## src/rtl/regfile_wb_arbiter_if.sv

```systemverilog
// Writeback bus between the two requesters, the arbiter and the register-file write port.
interface regfile_wb_arbiter_if;
  logic        a_valid;
  logic        a_ready;
  logic [4:0]  a_reg;
  logic [31:0] a_data;
  logic        b_valid;
  logic        b_ready;
  logic [4:0]  b_reg;
  logic [31:0] b_data;
  logic        wr_en;
  logic [4:0]  wr_reg;
  logic [31:0] wr_data;
  logic [31:0] pending_mask;
  logic        idle;

  modport master (
    output a_valid, a_reg, a_data,
    output b_valid, b_reg, b_data,
    input  a_ready, b_ready,
    input  wr_en, wr_reg, wr_data, pending_mask, idle
  );

  modport slave (
    input  a_valid, a_reg, a_data,
    input  b_valid, b_reg, b_data,
    output a_ready, b_ready,
    output wr_en, wr_reg, wr_data, pending_mask, idle
  );
endinterface

```

## src/rtl/regfile_wb_arbiter.sv

```systemverilog
// Two writeback FIFOs sharing one register-file write port through a round-robin arbiter,
// with a pending-write mask for hazard detection.

module regfile_wb_fifo #(
  parameter int DEPTH = 2
) (
  input  logic        clk,
  input  logic        rst,
  input  logic        push,
  input  logic [4:0]  push_reg,
  input  logic [31:0] push_data,
  input  logic        pop,
  output logic        ready,
  output logic        not_empty,
  output logic [4:0]  head_reg,
  output logic [31:0] head_data,
  output logic [31:0] mask
);
  localparam int PW = $clog2(DEPTH);
  localparam int CW = PW + 1;

  logic [4:0]    reg_mem  [DEPTH];
  logic [31:0]   data_mem [DEPTH];
  logic [PW-1:0] wptr;
  logic [PW-1:0] rptr;
  logic [CW-1:0] count;

  // Ready looks only at occupancy, never at a same-cycle pop, and is held low in reset.
  assign ready     = rst & (count < CW'(DEPTH));
  assign not_empty = (count != '0);
  assign head_reg  = reg_mem[rptr];
  assign head_data = data_mem[rptr];

  always_ff @(posedge clk or negedge rst) begin
    if (!rst) begin
      wptr  <= '0;
      rptr  <= '0;
      count <= '0;
    end else begin
      if (push) wptr <= wptr + 1'b1;
      if (pop)  rptr <= rptr + 1'b1;
      case ({push, pop})
        2'b10:   count <= count + 1'b1;
        2'b01:   count <= count - 1'b1;
        default: ;
      endcase
    end
  end

  always_ff @(posedge clk) begin
    if (push) begin
      reg_mem[wptr]  <= push_reg;
      data_mem[wptr] <= push_data;
    end
  end

  always_comb begin
    mask = '0;
    for (int unsigned k = 0; k < DEPTH; k++) begin
      if (CW'(k) < count) mask[reg_mem[rptr + PW'(k)]] = 1'b1;
    end
  end
endmodule

module regfile_wb_arbiter #(
  parameter int DEPTH   = 2,
  parameter bit DROP_R0 = 1'b1
) (
  input logic                 clk,
  input logic                 rst,
  regfile_wb_arbiter_if.slave bus
);
  typedef enum logic {LAST_A, LAST_B} last_t;

  last_t       last_grant;
  logic        a_push, b_push;
  logic        a_ne, b_ne;
  logic        a_ready_i, b_ready_i;
  logic [4:0]  a_head_reg, b_head_reg;
  logic [31:0] a_head_data, b_head_data;
  logic [31:0] a_mask, b_mask;
  logic        grant_a, grant_b;
  logic [4:0]  gnt_reg;
  logic [31:0] gnt_data;
  logic        wr_en_q;
  logic [4:0]  wr_reg_q;
  logic [31:0] wr_data_q;
  logic [31:0] mask_c;

  assign a_push = bus.a_valid & a_ready_i;
  assign b_push = bus.b_valid & b_ready_i;

  regfile_wb_fifo #(.DEPTH(DEPTH)) u_fifo_a (
    .clk       (clk),
    .rst       (rst),
    .push      (a_push),
    .push_reg  (bus.a_reg),
    .push_data (bus.a_data),
    .pop       (grant_a),
    .ready     (a_ready_i),
    .not_empty (a_ne),
    .head_reg  (a_head_reg),
    .head_data (a_head_data),
    .mask      (a_mask)
  );

  regfile_wb_fifo #(.DEPTH(DEPTH)) u_fifo_b (
    .clk       (clk),
    .rst       (rst),
    .push      (b_push),
    .push_reg  (bus.b_reg),
    .push_data (bus.b_data),
    .pop       (grant_b),
    .ready     (b_ready_i),
    .not_empty (b_ne),
    .head_reg  (b_head_reg),
    .head_data (b_head_data),
    .mask      (b_mask)
  );

  assign grant_a  = a_ne & (~b_ne | (last_grant == LAST_B));
  assign grant_b  = b_ne & ~grant_a;
  assign gnt_reg  = grant_a ? a_head_reg  : b_head_reg;
  assign gnt_data = grant_a ? a_head_data : b_head_data;

  // last_grant only moves on a contested cycle, so a lone requester does not steal the next tie.
  always_ff @(posedge clk or negedge rst) begin
    if (!rst) begin
      wr_en_q    <= 1'b0;
      wr_reg_q   <= '0;
      wr_data_q  <= '0;
      last_grant <= LAST_B;
    end else begin
      if (grant_a | grant_b) begin
        wr_en_q   <= !(DROP_R0 && (gnt_reg == '0));
        wr_reg_q  <= gnt_reg;
        wr_data_q <= gnt_data;
      end else begin
        wr_en_q <= 1'b0;
      end
      if (a_ne && b_ne) last_grant <= grant_a ? LAST_A : LAST_B;
    end
  end

  always_comb begin
    mask_c = a_mask | b_mask;
    if (wr_en_q) mask_c[wr_reg_q] = 1'b1;
    if (DROP_R0) mask_c[0] = 1'b0;
  end

  assign bus.a_ready      = a_ready_i;
  assign bus.b_ready      = b_ready_i;
  assign bus.wr_en        = wr_en_q;
  assign bus.wr_reg       = wr_reg_q;
  assign bus.wr_data      = wr_data_q;
  assign bus.pending_mask = mask_c;
  assign bus.idle         = ~a_ne & ~b_ne & ~wr_en_q;
endmodule

```

## src/flat_wrapper.sv

```systemverilog
// flat-port wrapper written by rule: the top's interface ports become plain ports
module regfile_wb_arbiter_flat 
#(
  parameter int DEPTH   = 2,
  parameter bit DROP_R0 = 1'b1
)
  (clk, rst, bus_a_valid, bus_a_reg, bus_a_data, bus_b_valid, bus_b_reg, bus_b_data, bus_a_ready, bus_b_ready, bus_wr_en, bus_wr_reg, bus_wr_data, bus_pending_mask, bus_idle);
  regfile_wb_arbiter_if bus_i ();
  input logic clk;
  input logic rst;
  input wire logic [$bits(bus_i.a_valid)-1:0] bus_a_valid;
  input wire logic [$bits(bus_i.a_reg)-1:0] bus_a_reg;
  input wire logic [$bits(bus_i.a_data)-1:0] bus_a_data;
  input wire logic [$bits(bus_i.b_valid)-1:0] bus_b_valid;
  input wire logic [$bits(bus_i.b_reg)-1:0] bus_b_reg;
  input wire logic [$bits(bus_i.b_data)-1:0] bus_b_data;
  output wire logic [$bits(bus_i.a_ready)-1:0] bus_a_ready;
  output wire logic [$bits(bus_i.b_ready)-1:0] bus_b_ready;
  output wire logic [$bits(bus_i.wr_en)-1:0] bus_wr_en;
  output wire logic [$bits(bus_i.wr_reg)-1:0] bus_wr_reg;
  output wire logic [$bits(bus_i.wr_data)-1:0] bus_wr_data;
  output wire logic [$bits(bus_i.pending_mask)-1:0] bus_pending_mask;
  output wire logic [$bits(bus_i.idle)-1:0] bus_idle;
  assign bus_i.a_valid = bus_a_valid;
  assign bus_i.a_reg = bus_a_reg;
  assign bus_i.a_data = bus_a_data;
  assign bus_i.b_valid = bus_b_valid;
  assign bus_i.b_reg = bus_b_reg;
  assign bus_i.b_data = bus_b_data;
  assign bus_a_ready = bus_i.a_ready;
  assign bus_b_ready = bus_i.b_ready;
  assign bus_wr_en = bus_i.wr_en;
  assign bus_wr_reg = bus_i.wr_reg;
  assign bus_wr_data = bus_i.wr_data;
  assign bus_pending_mask = bus_i.pending_mask;
  assign bus_idle = bus_i.idle;
  regfile_wb_arbiter #(.DEPTH(DEPTH), .DROP_R0(DROP_R0)) u_core (.clk(clk), .rst(rst), .bus(bus_i));
endmodule
```

## config.mk

```make
export PLATFORM = sky130hd
export DESIGN_NAME = regfile_wb_arbiter_flat
export DESIGN_NICKNAME = d
export VERILOG_FILES = /design/src/rtl/regfile_wb_arbiter_if.sv /design/src/rtl/regfile_wb_arbiter.sv /design/src/flat_wrapper.sv
export SDC_FILE = /design/constraint.sdc
export NUM_CORES = 1
export LEC_CHECK = 0
export CAP_MARGIN = 20
export CORE_MARGIN = 2
export CORE_UTILIZATION = 35
export CTS_BUF_LIST = sky130_fd_sc_hd__clkbuf_8 sky130_fd_sc_hd__clkbuf_16
export DETAILED_ROUTE_END_ITERATION = 6
export PLACE_DENSITY = 0.61
export SYNTH_ARGS = -nofsm -noshare
export SYNTH_HDL_FRONTEND = slang
export SYNTH_HIERARCHICAL = 1
export SYNTH_SLANG_ARGS = --single-unit
```

## constraint.sdc

```tcl
create_clock -name clk -period 3.09 [get_ports clk]
set_input_delay 0.4635 -clock clk [delete_from_list [all_inputs] [get_ports clk]]
set_output_delay 0.4635 -clock clk [all_outputs]
set_load 0.05 [all_outputs]
```

==> flow_summary.ini <==
[outcome]
outcome = completed

[critical_path]
worstReg2RegEnd = u_core/bus.wr_data[4]$_DFFE_PN0P_
cp.arrival_ns = 2.53
setup.worst_path.class = reg2out
start_kind = register
rr_startpoint = u_core/u_fifo_b/count[1]$_DFFE_PN0P_
cp.required_ns = 2.63
r2r_slack_ns = 0.59
crit_path_end = bus_pending_mask[1]
worst_path_largest_cell_delay_ns = 0.57
crit_start = u_core/u_fifo_b/rptr$_DFFE_PN0P_
cpMaxStageDelayCell = dfrtp_4
worstPathCellList = mux2_4 -> or3_1 -> o22ai_1 -> a211o_1 -> buf_12
crit_path_end_kind = primary output
reg2reg_depth = 8
crit_fanout = 11

[clock_network]
cts_buffer_depth = 2
htree_levels = 4
cts.sinks = 195
cts_made_buffers = 17
clk_pin_slew_worst_paths_ns = 0.08
clock_latency_ns = 0.44
root_buffer = clkbuf_16
cts_tree = done

[floorplanning]
die_w_um = 169.2
ios = 151
initial_core_util = 0.3554
rows = 60
die_h_um = 169.2
die-area_sq_mm = 0.02863
coreArea_sq_mm = 0.02688

[layout]
antenna_cells = 0
final_layout_size_suffix_gt1_frac = 0.2278
syn2layout_area_growth_pct = 26.83
final_cells = 1219
layout_commonest_cell = edfxtp_1
mostFrequentLayoutCells = edfxtp_1 (148), clkdlybuf4s50_1 (116), o22ai_1 (96), mux2_2 (58), dfrtp_1 (44)
final_nets = 949
final_util = 0.4507

[timing]
rsz0062_at_grt = no
skew_ns = 0.01239
holdWs_ns = 0.08530
worst_pin_slew_ns = 0.6522
timing_hold_violations_final = 0
finalCritPeriodShare = 0.9687
final-setup-viol-count = 0
fmax_ghz = 0.3341
drv_slew = 0
finalWorstSetupSlack_ns = 0.09674
tns_ns = 0
relSlewSlack = 0.5652
timing.final.crit_period_ns = 2.993

[place]
dpl.cell_count = 1185
dp_hpwl_mm = 17.64
place_congestion = 0.8912
port_buffers = 149
place_ws_ns = 0.4710

[route]
first_pass_iters = 5
ant_nets = 0
vias_per_cell = 5.417
post_drt_wl_per_cell_um = 20.94
dr_total_vias = 6603
drt-initial-drc-count = 689
post-route-drc-count = 0
routed_wl_mm = 25.53

[global_route]
grt_overflow = 0
antenna_found_initial = 1
grt_max_degree = 40
grt_pass1_wl_mm = 38.66
grt_pass1_vias = 6598
track_usage = 0.1797

[synthesis]
synth.avg_cell_area_sq_um = 13.28
syn_nets = 803
syn-instance-count = 719
synth_warnings = 6
syn-cell-area_sq_mm = 0.009552

[pwr]
total_leakage_power_nw = 4.517
ir_worst_vdd_mv = 0.6486
powerDensity_mw_per_mm2 = 1080

[min_path]
hp-class = in2async

[flow_run]
cap_viol_max_count = 0
[final cells by class]
| class | instances | area, sq um |
|---|---|---|
| well taps | 341 | 426.7 |
| inverters | 50 | 188.9 |
| repair buffers | 168 | 1799 |
| multi-input cells | 433 | 3475 |
| fillers | 2446 | 14760 |
| flip-flops and latches | 195 | 5629 |
| clock inverters | 14 | 156.4 |
| clock buffers | 18 | 439.2 |
[worst min path at each step]
stage	startpoint	endpoint	slack, ns
finish	rst	u_core/bus.wr_data[23]$_DFFE_PN0P_	0.09
global route	rst	u_core/bus.wr_data[23]$_DFFE_PN0P_	0.11
CTS	rst	u_core/bus.wr_data[23]$_DFFE_PN0P_	0.1
detailed placement	u_core/u_fifo_b/count[0]$_DFFE_PN0P_	u_core/u_fifo_b/count[0]$_DFFE_PN0P_	0.50
global placement	u_core/u_fifo_b/count[0]$_DFFE_PN0P_	u_core/u_fifo_b/count[0]$_DFFE_PN0P_	0.50
floorplan	rst	u_core/bus.wr_data[0]$_DFFE_PN0P_	0.17
[power breakdown]
part / internal (mW) / switching [mW] / total, mW
clock: 1.18 / 1.07 / 2.25
sequential: 3.42 / 0.492 / 3.92
combinational: 2.78 / 4.13 / 6.91
total: 7.38 / 5.69 / 13.1
[stage by stage]
| step | instance area [sq um] | power (mW) |
|---|---|---|
| after floorplan | 9557 | 8.848 |
| after global placement | 11480 | 10.80 |
| after detailed placement | 11480 | 10.84 |
| after CTS | 12090 | 13.13 |
| after global routing | 12110 | 13.75 |
| final | 12110 | 13.08 |
[critical path, delay by kind of cell, from the launching register on]
family	cells	cell delay, ns
AO/OA/AOI/OAI	2	0.51
buffers and inverters	1	0.15
flip-flops	1	0.57
multiplexers	1	0.36
AND/OR/NAND/NOR	1	0.50
[routing by layer]
| layer | up-vias | share of wire | GRT usage |
|---|---|---|---|
| li1 | 3074 | - | - |
| met1 | 3295 | 0.44 | 0.2425 |
| met2 | 202 | 0.49 | 0.2942 |
| met3 | 30 | 0.052 | 0.03498 |
| met4 | 2 | 0.014 | 0.05500 |
| met5 | - | 0.00027 | 0 |
[timing repair]
item / 4_1_cts / 5_1_grt
hold buffers: 0 / 0
resized for setup: 2 / 7
setup buffers: 0 / 2
setup endpoints to repair: 4 / 25
No activity file was read; power rests on OpenSTA's default activity.
